$ cat config.mk
export PLATFORM = sky130hd
export DESIGN_NAME = dmem_arbiter
export DESIGN_NICKNAME = d
export VERILOG_FILES = /design/src/rtl/dmem_arb_pkg.sv /design/src/rtl/dmem_arb_picker.sv /design/src/rtl/dmem_arbiter.sv
export SDC_FILE = /design/constraint.sdc
export NUM_CORES = 1
export LEC_CHECK = 0
export BUFFER_PORTS_ARGS = -buffer_cell sky130_fd_sc_hd__buf_2
export CAP_MARGIN = 20
export CORE_MARGIN = 2
export CORE_UTILIZATION = 46
export CTS_CLUSTER_SIZE = 8
export DETAILED_ROUTE_END_ITERATION = 10
export GPL_TIMING_DRIVEN = 0
export PLACE_DENSITY = 0.81
export SLEW_MARGIN = 30
export SYNTH_ARGS = -nofsm -noshare
export SYNTH_HDL_FRONTEND = slang
export SYNTH_SLANG_ARGS = --single-unit
$ cat constraint.sdc
create_clock -name CLK -period 2 [get_ports CLK]
set_input_delay 0.2 -clock CLK [delete_from_list [all_inputs] [get_ports CLK]]
set_output_delay 0.2 -clock CLK [all_outputs]
set_load 0.005 [all_outputs]
$ cat src/rtl/dmem_arb_pkg.sv
// Shared types and default sizing for the data-memory arbiter.
// Latency: n/a (types and constants only).
// Backpressure: n/a.
package dmem_arb_pkg;

    localparam int DEF_A          = 32;
    localparam int DEF_L          = 8;
    localparam int DEF_STARVE_MAX = 15;
    localparam int DEF_LOCK_MAX   = 16;

    typedef enum logic {
        IDLE_ARB  = 1'b0,
        HOST_LOCK = 1'b1
    } arb_state_t;

    typedef enum logic {
        OWN_CPU  = 1'b0,
        OWN_HOST = 1'b1
    } owner_t;

endpackage

$ cat src/rtl/dmem_arb_picker.sv
// Grant selection between CPU and host; DMEM_ARB_RR_EN selects round-robin tie-break.
// Latency: purely combinational, grants valid in the request cycle.
// Backpressure: at most one grant per cycle; the loser simply sees gnt low and holds.
module dmem_arb_picker
    import dmem_arb_pkg::*;
(
    input  logic       arb_en,
    input  arb_state_t state,
    input  logic       cpu_req,
    input  logic       host_req,
    input  logic       cpu_first,
`ifdef DMEM_ARB_RR_EN
    input  owner_t     last_owner,
`else
    input  logic       starve_full,
`endif
    output logic       cpu_gnt,
    output logic       host_gnt
);

    logic host_wins_tie;

`ifdef DMEM_ARB_RR_EN
    // Round-robin: the side that did not win last time takes the tie.
    assign host_wins_tie = (last_owner == OWN_CPU);
`else
    // Fixed priority: host only takes a tie once it has waited long enough.
    assign host_wins_tie = starve_full;
`endif

    // Pick at most one winner; a locked host excludes the CPU entirely.
    always_comb begin
        cpu_gnt  = 1'b0;
        host_gnt = 1'b0;
        if (arb_en) begin
            if (state == HOST_LOCK) begin
                host_gnt = host_req;
            end else if (cpu_req && host_req) begin
                // cpu_first repays the CPU after a full-length host lock.
                if (!cpu_first && host_wins_tie) begin
                    host_gnt = 1'b1;
                end else begin
                    cpu_gnt = 1'b1;
                end
            end else begin
                cpu_gnt  = cpu_req;
                host_gnt = host_req;
            end
        end
    end

endmodule

$ cat src/rtl/dmem_arbiter.sv
// Data-memory arbiter for CPU MEM stage and host loader; DMEM_ARB_RR_EN selects round-robin.
// Latency: grant and mem_* drive are combinational; read data returns with rvalid one cycle later.
// Backpressure: requesters hold until gnt; a locked host owns memory for up to LOCK_MAX beats.
module dmem_arbiter
    import dmem_arb_pkg::*;
#(
    parameter int A          = DEF_A,
    parameter int L          = DEF_L,
    parameter int STARVE_MAX = DEF_STARVE_MAX,
    parameter int LOCK_MAX   = DEF_LOCK_MAX
)
(
    input  logic         CLK,
    input  logic         RST,
    input  logic         cpu_req_i,
    input  logic         cpu_we_i,
    input  logic [A-1:0] cpu_addr_i,
    input  logic [L-1:0] cpu_wdata_i,
    output logic         cpu_gnt_o,
    output logic         cpu_rvalid_o,
    output logic [L-1:0] cpu_rdata_o,
    input  logic         host_req_i,
    input  logic         host_we_i,
    input  logic         host_lock_i,
    input  logic [A-1:0] host_addr_i,
    input  logic [L-1:0] host_wdata_i,
    output logic         host_gnt_o,
    output logic         host_rvalid_o,
    output logic [L-1:0] host_rdata_o,
    output logic [A-1:0] mem_address_o,
    output logic [L-1:0] mem_in_data_o,
    output logic         mem_WE_o,
    input  logic [L-1:0] mem_out_data_i
);

    localparam int            LW        = $clog2(LOCK_MAX + 1);
    localparam logic [LW-1:0] LOCK_LAST = LW'(LOCK_MAX);
    localparam logic [LW-1:0] LOCK_ONE  = LW'(1);

    arb_state_t    state, state_nxt;
    logic [LW-1:0] lock_cnt, lock_nxt;
    logic          cpu_first, cpu_first_nxt;
    logic          cpu_gnt, host_gnt;
    logic          cpu_rd_q, host_rd_q;
    logic [A-1:0]  addr_q;
    logic [L-1:0]  wdata_q;

`ifdef DMEM_ARB_RR_EN
    owner_t last_owner;

    // Remember the most recent winner for the round-robin tie-break; CPU goes first after reset.
    always_ff @(posedge CLK) begin
        if (!RST) begin
            last_owner <= OWN_HOST;
        end else if (cpu_gnt) begin
            last_owner <= OWN_CPU;
        end else if (host_gnt) begin
            last_owner <= OWN_HOST;
        end
    end
`else
    localparam int            SW          = $clog2(STARVE_MAX + 1);
    localparam logic [SW-1:0] STARVE_LAST = SW'(STARVE_MAX);

    logic [SW-1:0] starve_cnt;
    logic          starve_full;

    assign starve_full = (starve_cnt == STARVE_LAST);

    // Count cycles the host waits without a grant, saturating; any host grant clears it.
    always_ff @(posedge CLK) begin
        if (!RST) begin
            starve_cnt <= '0;
        end else if (host_gnt) begin
            starve_cnt <= '0;
        end else if (host_req_i && !starve_full) begin
            starve_cnt <= starve_cnt + 1'b1;
        end
    end
`endif

    dmem_arb_picker u_picker (
        .arb_en      (RST),
        .state       (state),
        .cpu_req     (cpu_req_i),
        .host_req    (host_req_i),
        .cpu_first   (cpu_first),
`ifdef DMEM_ARB_RR_EN
        .last_owner  (last_owner),
`else
        .starve_full (starve_full),
`endif
        .cpu_gnt     (cpu_gnt),
        .host_gnt    (host_gnt)
    );

    // Lock FSM: host lock entry, beat counting and the three exit conditions.
    always_comb begin
        state_nxt     = state;
        lock_nxt      = lock_cnt;
        cpu_first_nxt = cpu_first;
        if (cpu_first && (cpu_gnt || host_gnt)) begin
            cpu_first_nxt = 1'b0;
        end
        case (state)
            IDLE_ARB: begin
                if (host_gnt && host_lock_i) begin
                    if (LOCK_LAST <= LOCK_ONE) begin
                        // A one-beat lock is already exhausted by this grant.
                        cpu_first_nxt = 1'b1;
                    end else begin
                        state_nxt = HOST_LOCK;
                        lock_nxt  = LOCK_ONE;
                    end
                end
            end
            HOST_LOCK: begin
                if (!host_req_i) begin
                    state_nxt = IDLE_ARB;
                    lock_nxt  = '0;
                end else if (host_gnt) begin
                    lock_nxt = lock_cnt + 1'b1;
                    if (!host_lock_i) begin
                        state_nxt = IDLE_ARB;
                        lock_nxt  = '0;
                    end else if ((lock_cnt + 1'b1) == LOCK_LAST) begin
                        state_nxt     = IDLE_ARB;
                        lock_nxt      = '0;
                        cpu_first_nxt = 1'b1;
                    end
                end
            end
            default: begin
                state_nxt = IDLE_ARB;
                lock_nxt  = '0;
            end
        endcase
    end

    // FSM and lock bookkeeping registers.
    always_ff @(posedge CLK) begin
        if (!RST) begin
            state     <= IDLE_ARB;
            lock_cnt  <= '0;
            cpu_first <= 1'b0;
        end else begin
            state     <= state_nxt;
            lock_cnt  <= lock_nxt;
            cpu_first <= cpu_first_nxt;
        end
    end

    // Track which requester owns the read data returning next cycle; writes return nothing.
    always_ff @(posedge CLK) begin
        if (!RST) begin
            cpu_rd_q  <= 1'b0;
            host_rd_q <= 1'b0;
        end else begin
            cpu_rd_q  <= cpu_gnt && !cpu_we_i;
            host_rd_q <= host_gnt && !host_we_i;
        end
    end

    // Hold the last driven address/data so the memory bus is quiet between beats.
    always_ff @(posedge CLK) begin
        if (!RST) begin
            addr_q  <= '0;
            wdata_q <= '0;
        end else begin
            addr_q  <= mem_address_o;
            wdata_q <= mem_in_data_o;
        end
    end

    assign cpu_gnt_o  = cpu_gnt;
    assign host_gnt_o = host_gnt;

    assign mem_WE_o      = (cpu_gnt && cpu_we_i) || (host_gnt && host_we_i);
    assign mem_address_o = !RST     ? '0          :
                           cpu_gnt  ? cpu_addr_i  :
                           host_gnt ? host_addr_i : addr_q;
    assign mem_in_data_o = !RST     ? '0           :
                           cpu_gnt  ? cpu_wdata_i  :
                           host_gnt ? host_wdata_i : wdata_q;

    // Gating with RST drops a read that was in flight when reset arrived.
    assign cpu_rvalid_o  = cpu_rd_q && RST;
    assign host_rvalid_o = host_rd_q && RST;
    assign cpu_rdata_o   = cpu_rvalid_o  ? mem_out_data_i : '0;
    assign host_rdata_o  = host_rvalid_o ? mem_out_data_i : '0;

endmodule

# Yosys cells after proc, flatten, opt, wreduce, memory -nomap -nowiden

Cells that the tools add are included.

Bits in registers: 53
Latch bits: 0
Memory bits (writable): 0
Bits in read-only memories: 0
Word-level logic and storage cells: 69
Memories kept: 0

Add/sub/neg operators: 2
Multipliers: 0
Div/mod/pow operators: 0
Order comparisons: 0
Equal/unequal tests: 4
Shifts and indexed selects: 0
Multiplexer cells: 34
Bitwise logic cells: 2
Reductions and logical operators: 19

Operators by type and width:

| cell                | count |
|---|---|
| $mux 32             | 3 |
| $mux 8              | 5 |
| $mux 5              | 5 |
| $mux 1              | 19 |
| $logic_and 1x1->1   | 11 |
| $pmux 5 s2          | 1 |
| $add 5x1->5 const B | 1 |
| $eq 5x5->1 const B  | 1 |
| $add 4x1->4 const B | 1 |
| $eq 4x4->1 const B  | 1 |
| $logic_not 1->1     | 4 |
| $ne 3x2->1 const B  | 1 |
| $logic_or 1x1->1    | 2 |
| $ne 2x2->1 const B  | 1 |
| $not 1->1           | 2 |
| $pmux 1 s2          | 1 |
| $reduce_and 2->1    | 1 |
| $reduce_or 2->1     | 1 |

# Logic depth before layout (Yosys ltp)

Gate-level depths: netlist of the first run.

Word-level depth: 14
Mapped depth: 6

# Cells and area by module

A second synthesis of the first run with hierarchy kept.

Cell total of the unflattened synthesis: 370
Area, all modules: 3046.7 µm²

By module, submodules not included:

| module          | instances | cells an instance | area an instance (µm²) |
|---|---|---|---|
| dmem_arbiter    | 1         | 364               | 3004.1 |
| dmem_arb_picker | 1         | 6                 | 42.5 |

# Least setup slack after synthesis of the first run

Ideal clock, no wire load.

Path kind: reg-to-output
From: reg starve_cnt[0]
To: out mem_address_o[0]
Arrival: 1496 ps
Slack: 304 ps
Stages on the path, launching flop included: 7
Path through: dfxtp_1 ha_1 nand2_2 o32a_1 buf_6 buf_8 o221a_1

Cells in the longest elaborated chain, start to end: 9

RTL lines:

| what                     | line                  | text |
|---|---|---|
| start: declaration       | dmem_arbiter.sv:65    | `logic [SW-1:0] starve_cnt;` |
| start signal: assignment | dmem_arbiter.sv:77    | `starve_cnt <= starve_cnt + 1'b1;` |
| $eq 4x4->1 (*)           | dmem_arbiter.sv:68    | `assign starve_full = (starve_cnt == STARVE_LAST);` |
| $logic_and 1x1->1 (*)    | dmem_arb_picker.sv:40 | `if (!cpu_first && host_wins_tie) begin` |
| $mux 1                   | dmem_arb_picker.sv:40 |  |
| $mux 1                   | dmem_arb_picker.sv:38 | `end else if (cpu_req && host_req) begin` |
| $mux 1                   | dmem_arb_picker.sv:36 | `if (state == HOST_LOCK) begin` |
| $mux 1                   | dmem_arb_picker.sv:35 | `if (arb_en) begin` |
| $mux 32                  | dmem_arbiter.sv:181   | `host_gnt ? host_addr_i : addr_q;` |
| $mux 32 (*)              | dmem_arbiter.sv:180   | `cpu_gnt ? cpu_addr_i :` |
| $mux 32 (*)              | dmem_arbiter.sv:179   | `assign mem_address_o = !RST ? '0 :` |
| end: declaration         | dmem_arbiter.sv:30    | `output logic [A-1:0] mem_address_o,` |

Mark *: on every way between the ends. The rest lies on a longest branch, timed or not.

# Worst setup path after layout of the first run

From: reg starve_cnt[1]
To: out mem_in_data_o[4]

Cells in the longest elaborated chain, start to end: 9

RTL lines:

| what                  | line                  | text |
|---|---|---|
| $eq 4x4->1 (*)        | dmem_arbiter.sv:68    |  |
| $logic_and 1x1->1 (*) | dmem_arb_picker.sv:40 |  |
| $mux 1                | dmem_arb_picker.sv:40 |  |
| $mux 1                | dmem_arb_picker.sv:38 |  |
| $mux 1                | dmem_arb_picker.sv:36 |  |
| $mux 1                | dmem_arb_picker.sv:35 |  |
| $mux 8                | dmem_arbiter.sv:184   | `host_gnt ? host_wdata_i : wdata_q;` |
| $mux 8 (*)            | dmem_arbiter.sv:183   | `cpu_gnt ? cpu_wdata_i :` |
| $mux 8 (*)            | dmem_arbiter.sv:182   | `assign mem_in_data_o = !RST ? '0 :` |
| end: declaration      | dmem_arbiter.sv:31    | `output logic [L-1:0] mem_in_data_o,` |

Marked as above.

==> flow_summary_export.csv, run 1 <==
group,metric,value,unit
critical_path,cp_data_required_time,1800,ps
sta,timing.final.crit_period,2071,ps
route,wl,9.300,mm
sta,fin_ws,-70.72,ps
yosys,ys_ff_latch,53,
placement,numPortBuffers,154,
clock_network,cts_num_sinks,53,
sta,final-max-slew-violation-count,0,
clock_network,clock_path_buffers,2,
sta,fmax,482.9,MHz
route,drt-pass1-iter-count,4,
run,max_cap_viol_count,0,
sta,clock_skew,4.994,ps
sta,finalSetupViolations,41,
route,drc,0,
yosys,synth_cell_type_count,39,
cells_and_area,nets,572,
yosys,synth_edf_count,0,
critical_path,path_class,"reg -> out",
yosys,synth.avg_cell_area,10.56,um2
clock_network,clk_pin_slew_worst_paths,90,ps
yosys,ys_seq_area_share,34.29,%
yosys,syn-num-nets,390,
critical_path,crit_path_start_kind,"flop",
pwr,cellLeakagePower,1.999,nW
clock_network,numCtsBuffers,5,
cells_and_area,drive_gt1_share,46.22,%
pwr,ir_drop,0.3496,mV
floorplanning,ios,156,
floorplanning,die_x,86.02,um
route,detail-route-antenna-nets,0,
yosys,ys_warn_count,0,
placement,place_area,3961,um2
sta,fin_crit_sh,103.5,%
cells_and_area,fillers,552,
status,failed_checks,"setup timing",
global_routing,grt_use_met3,4.812,%
cells_and_area,final_area,4347,um2
critical_path,cp-end-kind,"output pin",
sta,rsz0062_at_grt,"true",
hold_path,hold_class,"in -> reg",
sta,final.setup.tns,-1962,ps
pwr,power_density,592.7,nW/um2
yosys,synth_area,3094,um2
global_routing,grt.overflow.total,0,
cells_and_area,syn_to_final_growth,40.48,%
route,num_vias,3327,
floorplanning,die_area,7399,um2
route,wire_per_inst,16.82,um
clock_network,cts_tree,"built",
global_routing,grt_antenna_before_repair,0,
global_routing,first_global_vias,3250,
sta,tightest_slew,458.0,ps
route,via_per_inst,6.016,
critical_path,crit_arrival,1870,ps
clock_network,htree_levels,2,
sta,slew_headroom,69.46,%
floorplanning,coreArea,6422,um2
yosys,synthArstFlopShare,0,%
yosys,syn_inst,293,
clock_network,clockRootBuffer,"clkbuf_8",
global_routing,grt.met2_usage,45.60,%
route,first_iter_violations,149,
placement,gp_congestion,0.8682,
global_routing,grt_first_pass_wirelength,14.69,mm
global_routing,grt_max_degree,16,
sta,finalHoldViolations,0,
yosys,synth_ff_type,"dfxtp_1",
global_routing,busiest_layer,"met2",
placement,dp_hpwl,6.720,mm
cells_and_area,antenna_cells,0,
status,outcome,"finished, violations left",
floorplanning,fp-row-count,29,
global_routing,met1_usage,28.16,%
clock_network,clkLatencyLatePin,290,ps
floorplanning,die_h,86.02,um
floorplanning,start_util,48.18,%
global_routing,track_usage,24.31,%
critical_path,cp_max_fo,9,
==> placed cells by master, fill, tap and decap left out, types with 3 or more instances in the layout <==
master and instances:
a21oi_1 6, and3_1 16, buf_2 157, buf_4 16
buf_6 6, buf_8 13, clkbuf_1 6, clkbuf_2 3
clkbuf_8 6, dfxtp_1 48, dfxtp_2 4, inv_1 3
nand2_1 9, nand2b_1 3, nand3_1 5, nor2_1 11
o21a_1 40, o21ai_0 4, o221a_1 80
==> cell families after synthesis <==
| family | after synthesis | synth area share, % |
|---|---|---|
| compound gates | 139 | 43.02 |
| xor+xnor | 1 | 0.2831 |
| fa+ha+maj | 2 | 0.8086 |
| buf+inv | 33 | 9.219 |
| flops | 53 | 34.29 |
| mux | 1 | 0.3235 |
| simple gates | 64 | 12.05 |
==> final timing paths <==
| kind | depth (start not counted) | end | slack [ps] | start |
|---|---|---|---|---|
| setup / recovery | 7 | mem_in_data_o[4] | -70 | starve_cnt[1] |
| hold / removal | 2 | cpu_rd_q | 70 | cpu_we_i |
| setup reg to reg | 8 | addr_q[2] | 210 | starve_cnt[1] |
| hold reg to reg | 1 | starve_cnt[2] | 490 | starve_cnt[2] |
==> cells in the mapped netlist (4+ instances only) <==
master,number,area [um2]
buf_8,8,120.1
o221a_1,80,900.9
clkbuf_1,9,33.78
nand3_1,5,25.02
buf_6,9,101.4
nor2_1,12,45.04
dfxtp_1,53,1061
a21oi_1,6,30.03
nand2_1,10,37.54
o21a_1,40,300.3
and3_1,17,106.4
o21ai_0,4,20.02
==> metrics by stage <==
step           power, mW  util [%]  hold slack (ps)  worst slack [ps]  cells
2_1_floorplan      1.529         -            271.6             303.8    293
5_1_grt            2.704     67.68            65.37            -151.4    553
6_report           2.576     67.68            71.40            -70.72    553
3_3_place_gp       1.777     61.68            386.3             90.70    524
3_5_place_dp       1.792     61.68            388.3             27.39    524
4_1_cts            2.581     66.61            58.39            -84.12    546
==> timing repair <==
item	in CTS	in global routing
cloned	3	2
pin swaps	6	6
hold buffers	0	0
buffers inserted	11	6
endpoints found under the setup margin	42	41
gates resized for setup	20	9
==> layer usage <==
metal,wire length [um],vias to the layer above
li1,-,1580
met1,3893,1604
met2,4710,137
met3,622,6
met4,74,0
met5,0,-
==> final cells by class <==
| cell class | count | area, um2 | share of cell area, % |
|---|---|---|---|
| repair buffers | 174 | 965.9 | 22.22 |
| plain buffers | 29 | 296.5 | 6.822 |
| clock inverters | 1 | 30.03 | 0.6908 |
| well taps | 77 | 96.34 | 2.216 |
| flip-flops and latches | 53 | 1070 | 24.61 |
| multi-input cells | 208 | 1787 | 41.11 |
| clock buffers | 7 | 86.33 | 1.986 |
| inverters | 4 | 15.01 | 0.3454 |
==> critical path, stage by stage, from the launching register on <==
cell     delay (ps)
dfxtp_2         360
ha_4            150
nand2_4          60
or3_4           390
nand2_8         140
buf_8           150
o221a_1         200
buf_2           120
==> state kept, by name, indices dropped and copies added, names as in the netlist <==
register and flops:
wdata_q 8, starve_cnt 4, cpu_rd_q 1, addr_q 32, state 1, cpu_first 1, lock_cnt 5, host_rd_q 1
==> power by group <==
group / switching [mW] / internal, mW / total [mW] / leakage (nW)
Clock: 0.336 / 0.409 / 0.745 / 0.0585
Sequential: 0.0253 / 1.13 / 1.15 / 0.442
Combinational: 0.309 / 0.368 / 0.678 / 1.50
Power figures use the tool's default switching activity.
==> run 2: changes to the inputs <==
--- a/config.mk
+++ b/config.mk
@@ -16,4 +16,5 @@
 export SLEW_MARGIN = 30
 export SYNTH_ARGS = -nofsm -noshare
 export SYNTH_HDL_FRONTEND = slang
+export SYNTH_HIERARCHICAL = 1
 export SYNTH_SLANG_ARGS = --single-unit
==> run 2 against run 1 <==
  * The flow still finishes with violations (setup timing)
  * Register-to-register slack worse by 80 ps
  * Core utilization shrank 0.67 points
  * Critical path type unchanged
  * Synthesized area decreased by 1.5%
  * Critical endpoint is now mem_in_data_o[0]
==> flow_summary_export.csv, run 2 <==
group,metric,value,unit
yosys,synthArstFlopShare,0,%
clock_network,clockRootBuffer,"clkbuf_8",
clock_network,clkLatencyLatePin,300,ps
cells_and_area,final_util,67.01,%
route,wire_per_inst,13.64,um
yosys,synth_top_area_share,34.83,%
global_routing,grt_first_pass_wirelength,13.35,mm
cells_and_area,layout_commonest_cell,"buf_2",
clock_network,cts_num_sinks,53,
floorplanning,die_h,85.39,um
route,wl_met1,3.639,mm
route,wl,8.455,mm
sta,final.setup.tns,-11070,ps
yosys,ys_top_cells_by_count,"and2_1 (83), dfxtp_1 (53), nand2_1 (50)",
critical_path,crit_arrival,2100,ps
status,failed_checks,"setup timing",
route,first_iter_violations,140,
yosys,syn-num-nets,467,
sta,finalSetupViolations,41,
global_routing,grt_max_degree,15,
route,drc,0,
yosys,synth_edf_count,0,
route,drt-pass1-iter-count,4,
floorplanning,ios,156,
critical_path,cp_slowest_cell,"dfxtp_2",
yosys,synth_cell_type_count,38,
route,via_per_inst,5.082,
pwr,total_power,2.294,mW
cells_and_area,reg_top3,"addr_q: 32 flops, wdata_q: 8 flops, lock_cnt: 5 flops",
critical_path,cp_max_fo,8,
sta,tightest_slew,476.2,ps
cells_and_area,syn_to_final_growth,40.45,%
clock_network,htree_levels,2,
route,top_layer,"met4",
sta,clock_skew,4.150,ps
yosys,synth.most_common_cell,"and2_1",
critical_path,path_delay_family,"buffers and inverters",
global_routing,first_global_vias,2945,
route,num_vias,3151,
sta,timing.final.crit_period,2300,ps
yosys,synth_area,3047,um2
route,detail-route-antenna-nets,0,
cells_and_area,nets,640,
cells_and_area,antenna_cells,0,
yosys,ys_ff_latch,53,
placement,dp.cells,602,
floorplanning,start_util,47.71,%
clock_network,clk_pin_slew_worst_paths,90,ps
sta,fmax,434.8,MHz
critical_path,cp_data_required_time,1800,ps
status,outcome,"finished, violations left",
critical_path,path_class,"reg -> out",
yosys,synth_ff_type,"dfxtp_1",
route,met3_length,462,um
cells_and_area,mostFrequentLayoutCells,"buf_2 (158), and2_1 (83), dfxtp_1 (51), nand2_1 (50)",
cells_and_area,largest_reg_flops,32,
sta,fin_crit_sh,115.0,%
sta,fin_ws,-300.2,ps
sta,rsz0062_at_grt,"true",
floorplanning,coreArea,6386,um2
floorplanning,die_area,7291,um2
global_routing,grt_antenna_before_repair,0,
yosys,synth.avg_cell_area,8.234,um2
critical_path,crit_path_start_kind,"flop",
yosys,syn_inst,370,
sta,final-max-slew-violation-count,0,
global_routing,track_usage,22.63,%
sta,finalHoldViolations,0,
placement,gp_congestion,0.8292,
yosys,ys_seq_area_share,34.83,%
clock_network,cts_tree,"built",
critical_path,critPathMostFrequentCell,"buf_12",
floorplanning,die_x,85.39,um
placement,numPortBuffers,155,
critical_path,path_cells,"ha_4 -> nand3_4 -> inv_2 -> nand2b_4 -> a31oi_4 -> buf_12 -> buf_12 -> mux2i_1 -> o21ai_1 -> and2_1 -> buf_2",
yosys,ys_warn_count,6,
clock_network,hold_buffers,0,
critical_path,cp_num_buf_inv,4,
placement,dp_hpwl,6.300,mm
cells_and_area,drive_gt1_share,39.04,%
global_routing,grt.overflow.total,0,
sta,slew_headroom,68.25,%
pwr,ir_drop,0.4420,mV
hold_path,hold_class,"in -> reg",
critical_path,crit_path_max_incr_delay,360,ps
route,wl_met2,4.172,mm
floorplanning,fp-row-count,29,
clock_network,numCtsBuffers,5,
cells_and_area,fin_cells,620,
yosys,synth_area_leaders,"dfxtp_1 (35%), and2_1 (17%), mux2i_1 (13%), o21ai_1 (6.4%), nand2_1 (6.2%)",
critical_path,cp-end-kind,"output pin",
clock_network,clock_path_buffers,2,
cells_and_area,top_register,"addr_q",
yosys,synth_top_cell_by_area,"dfxtp_1",
pwr,power_density,536.1,nW/um2
pwr,cellLeakagePower,2.066,nW
run,max_cap_viol_count,0,
==> run 2: layout make-up <==
type                    count  area, um2
repair buffers            166      882.1
well taps                  77      96.34
multi-input cells         284       1892
flip-flops and latches     53       1064
plain buffers              28      240.2
fillers                   520       2107
clock buffers               7      86.33
inverters                   5      18.77
==> run 2: through the flow <==
stage / area [um2] / setup WS (ps) / hold WS (ps)
after floorplan: 3047 / 7.795 / 272.1
after global placement: 3919 / -245.7 / 377.1
after detailed placement: 3919 / -318.3 / 376.7
after CTS: 4198 / -290.5 / 52.66
after global routing: 4279 / -419.6 / 44.53
final: 4279 / -300.2 / 63.36
==> run 2: worst paths after layout <==
kind,depth (start not counted),startpoint,slack (ps),end
worst max-delay path,11,starve_cnt[0],-300,mem_in_data_o[0]
worst min-delay path,2,cpu_we_i,60,cpu_rd_q
worst max register to register,11,starve_cnt[0],130,wdata_q[0]
worst min register to register,2,starve_cnt[1],500,starve_cnt[1]
==> run 2: worst register-to-register path: cells and delay by family (launching register included) <==
family	cells	cell delay (ps)
mux	1	180
simple gates	3	280
flops	1	360
compound gates	2	270
fa+ha+maj	1	150
buf+inv	4	540
==> run 2: cells by family after synthesis <==
group	count (synthesis)	share of synthesized area, %
buffers and inverters	33	5.873
DFF	53	34.83
xor gates and xnor gates	4	1.150
muxes	41	13.47
adders and majority gates	2	0.8212
AOI/OAI and AO/OA	61	11.70
and+or+nand+nor	176	32.16
==> run 2: where the power goes <==
group          switching, mW  internal [mW]
logic                  0.253          0.295
clock network          0.335          0.276
registers             0.0232           1.11
==> run 2: metal layers <==
metal | GRT usage (%) | vias to the layer above
met5 | 0 | -
met4 | 8.225 | 0
met3 | 3.988 | 17
met2 | 40.77 | 109
met1 | 26.73 | 1443
li1 | - | 1582
==> run 2: repair_timing <==
action,4_1_cts,5_1_grt
buffers inserted,5,5
gates resized for setup,36,10
cloned,1,0
setup endpoints to repair,82,42
pin swaps,2,3
==> run 3: changes to the inputs <==
--- a/config.mk
+++ b/config.mk
@@ -7,12 +7,14 @@
 export LEC_CHECK = 0
 export BUFFER_PORTS_ARGS = -buffer_cell sky130_fd_sc_hd__buf_2
 export CAP_MARGIN = 20
+export CELL_PAD_IN_SITES_DETAIL_PLACEMENT = 0
+export CELL_PAD_IN_SITES_GLOBAL_PLACEMENT = 1
 export CORE_MARGIN = 2
-export CORE_UTILIZATION = 46
+export CORE_UTILIZATION = 32
 export CTS_CLUSTER_SIZE = 8
 export DETAILED_ROUTE_END_ITERATION = 10
 export GPL_TIMING_DRIVEN = 0
-export PLACE_DENSITY = 0.81
+export PLACE_DENSITY_LB_ADDON = 0.1
 export SLEW_MARGIN = 30
 export SYNTH_ARGS = -nofsm -noshare
 export SYNTH_HDL_FRONTEND = slang
==> run 3 against run 2 <==
  * The flow still finishes with violations (setup timing)
  * Global-route usage shrank 5.1 points
  * Clock power shrank 1%
  * Design area grew 3.1%
  * Cell count grew 8.9%
  * Register-to-register slack gained 20 ps
  * Combinational power grew 3.8%
  * Sequential share of layout area shrank 0.75 points
  * Critical path type unchanged
  * Power grew 0.60%
  * Sequential power is essentially flat
  * Hold slack lost 3.3 ps
  * Via count shrank 2.3%
==> flow_summary_export.csv, run 3 (synthesis gave the netlist of run 2 again) <==
group,metric,value,unit
cells_and_area,layout_commonest_cell,"buf_2",
cells_and_area,syn_to_final_growth,44.85,%
placement,dp.cells,654,
critical_path,cp_slowest_cell,"dfxtp_2",
sta,fmax,432.2,MHz
floorplanning,die_h,101.6,um
cells_and_area,reg_top3,"addr_q: 32 flops, wdata_q: 8 flops, lock_cnt: 5 flops",
route,wire_per_inst,13.56,um
sta,rsz0062_at_grt,"true",
cells_and_area,top_register,"addr_q",
route,drt-pass1-iter-count,4,
sta,fin_crit_sh,115.7,%
critical_path,crit_path_start_kind,"flop",
global_routing,grt_first_pass_wirelength,14.42,mm
cells_and_area,antenna_cells,0,
pwr,power_density,523.0,nW/um2
sta,finalSetupViolations,41,
critical_path,crit_path_max_incr_delay,360,ps
critical_path,path_cells,"ha_4 -> nand3_4 -> inv_2 -> nand2b_4 -> a31oi_4 -> buf_12 -> buf_12 -> mux2i_2 -> o21ai_2 -> and2_1 -> buf_2",
route,first_iter_violations,63,
sta,fin_ws,-313.7,ps
critical_path,path_delay_family,"buffers and inverters",
sta,final.setup.tns,-11190,ps
floorplanning,start_util,32.97,%
cells_and_area,nets,642,
critical_path,cp_num_buf_inv,4,
hold_path,hold_class,"in -> reg",
sta,finalHoldViolations,0,
route,detail-route-antenna-nets,0,
global_routing,grt_max_degree,16,
floorplanning,die_x,101.6,um
critical_path,crit_arrival,2110,ps
clock_network,cts_tree,"built",
floorplanning,coreArea,9240,um2
critical_path,cp-end-kind,"output pin",
sta,hold_ws,60.06,ps
pwr,cellLeakagePower,2.093,nW
status,outcome,"finished, violations left",
critical_path,critPathMostFrequentCell,"buf_12",
critical_path,cp_data_required_time,1800,ps
clock_network,htree_levels,2,
sta,clock_skew,8.981,ps
route,via_per_inst,4.560,
sta,final-max-slew-violation-count,0,
clock_network,clkLatencyLatePin,310,ps
critical_path,path_class,"reg -> out",
global_routing,grt.overflow.total,0,
clock_network,clockRootBuffer,"clkbuf_8",
status,failed_checks,"setup timing",
cells_and_area,largest_reg_flops,32,
cells_and_area,fin_cells,675,
sta,timing.final.crit_period,2314,ps
critical_path,cp_max_fo,10,
sta,slew_headroom,67.53,%
clock_network,cts_num_sinks,53,
floorplanning,ios,156,
route,wl,9.152,mm
placement,gp_congestion,0.7827,
clock_network,numCtsBuffers,5,
route,drc,0,
floorplanning,die_area,10320,um2
route,num_vias,3078,
clock_network,clock_path_buffers,2,
global_routing,first_global_vias,3054,
cells_and_area,mostFrequentLayoutCells,"buf_2 (158), and2_1 (83), dfxtp_1 (51), nand2_1 (50), mux2i_1 (33)",
placement,dp_hpwl,6.664,mm
cells_and_area,drive_gt1_share,41.39,%
global_routing,grt_antenna_before_repair,0,
floorplanning,fp-row-count,35,
placement,numPortBuffers,155,
run,max_cap_viol_count,0,
pwr,total_power,2.308,mW
global_routing,track_usage,17.48,%
sta,tightest_slew,487.1,ps
clock_network,clk_pin_slew_worst_paths,100,ps
pwr,ir_drop,0.2703,mV
## run 3: final timing paths
kind	slack [ps]	start	cells past startpoint	endpoint
setup / recovery	-310	starve_cnt[0]	11	mem_address_o[27]
hold / removal	60	host_we_i	2	host_rd_q
setup reg to reg	150	starve_cnt[0]	10	cpu_first
hold reg to reg	480	starve_cnt[1]	2	starve_cnt[1]
## run 3: repair_timing
| item | 4_1_cts | 5_1_grt |
|---|---|---|
| setup buffers | 9 | 2 |
| hold buffers | 0 | 0 |
| resized for setup | 53 | 10 |
| cloned | 2 | 0 |
| setup endpoints to repair | 86 | 41 |
| pin swaps | 3 | 2 |
## run 3: area by class of cell
| cell class | instances | area [um2] |
|---|---|---|
| clock buffer | 6 | 72.57 |
| multi-input combinational | 284 | 1924 |
| clock inverter | 2 | 10.01 |
| tap | 129 | 161.4 |
| inverter | 5 | 18.77 |
| sequential | 53 | 1064 |
| timing repair buffer | 168 | 897.1 |
| buffer | 28 | 265.3 |
| fill | 971 | 4827 |
## run 3: where the power goes
group | total (mW) | switching [mW] | internal, mW
sequential | 1.13 | 0.0222 | 1.11
clock | 0.605 | 0.361 | 0.244
combinational | 0.568 | 0.264 | 0.305
## run 3: routing by layer
layer | GRT usage (%) | part of all wire [%] | up-vias
li1 | - | - | 1589
met1 | 22.93 | 47 | 1389
met2 | 28.64 | 46 | 88
met3 | 4.141 | 6.1 | 12
met4 | 4.990 | 1.4 | 0
met5 | 0 | 0 | -
## run 3: stage by stage
step	setup WS, ps	util (%)	cell area [um2]
3_5_place_dp	-377.5	43.11	3984
3_3_place_gp	-325.1	43.11	3984
4_1_cts	-331.9	47.14	4355
6_report	-313.7	47.76	4413
5_1_grt	-431.2	47.76	4413
2_1_floorplan	7.795	-	3047
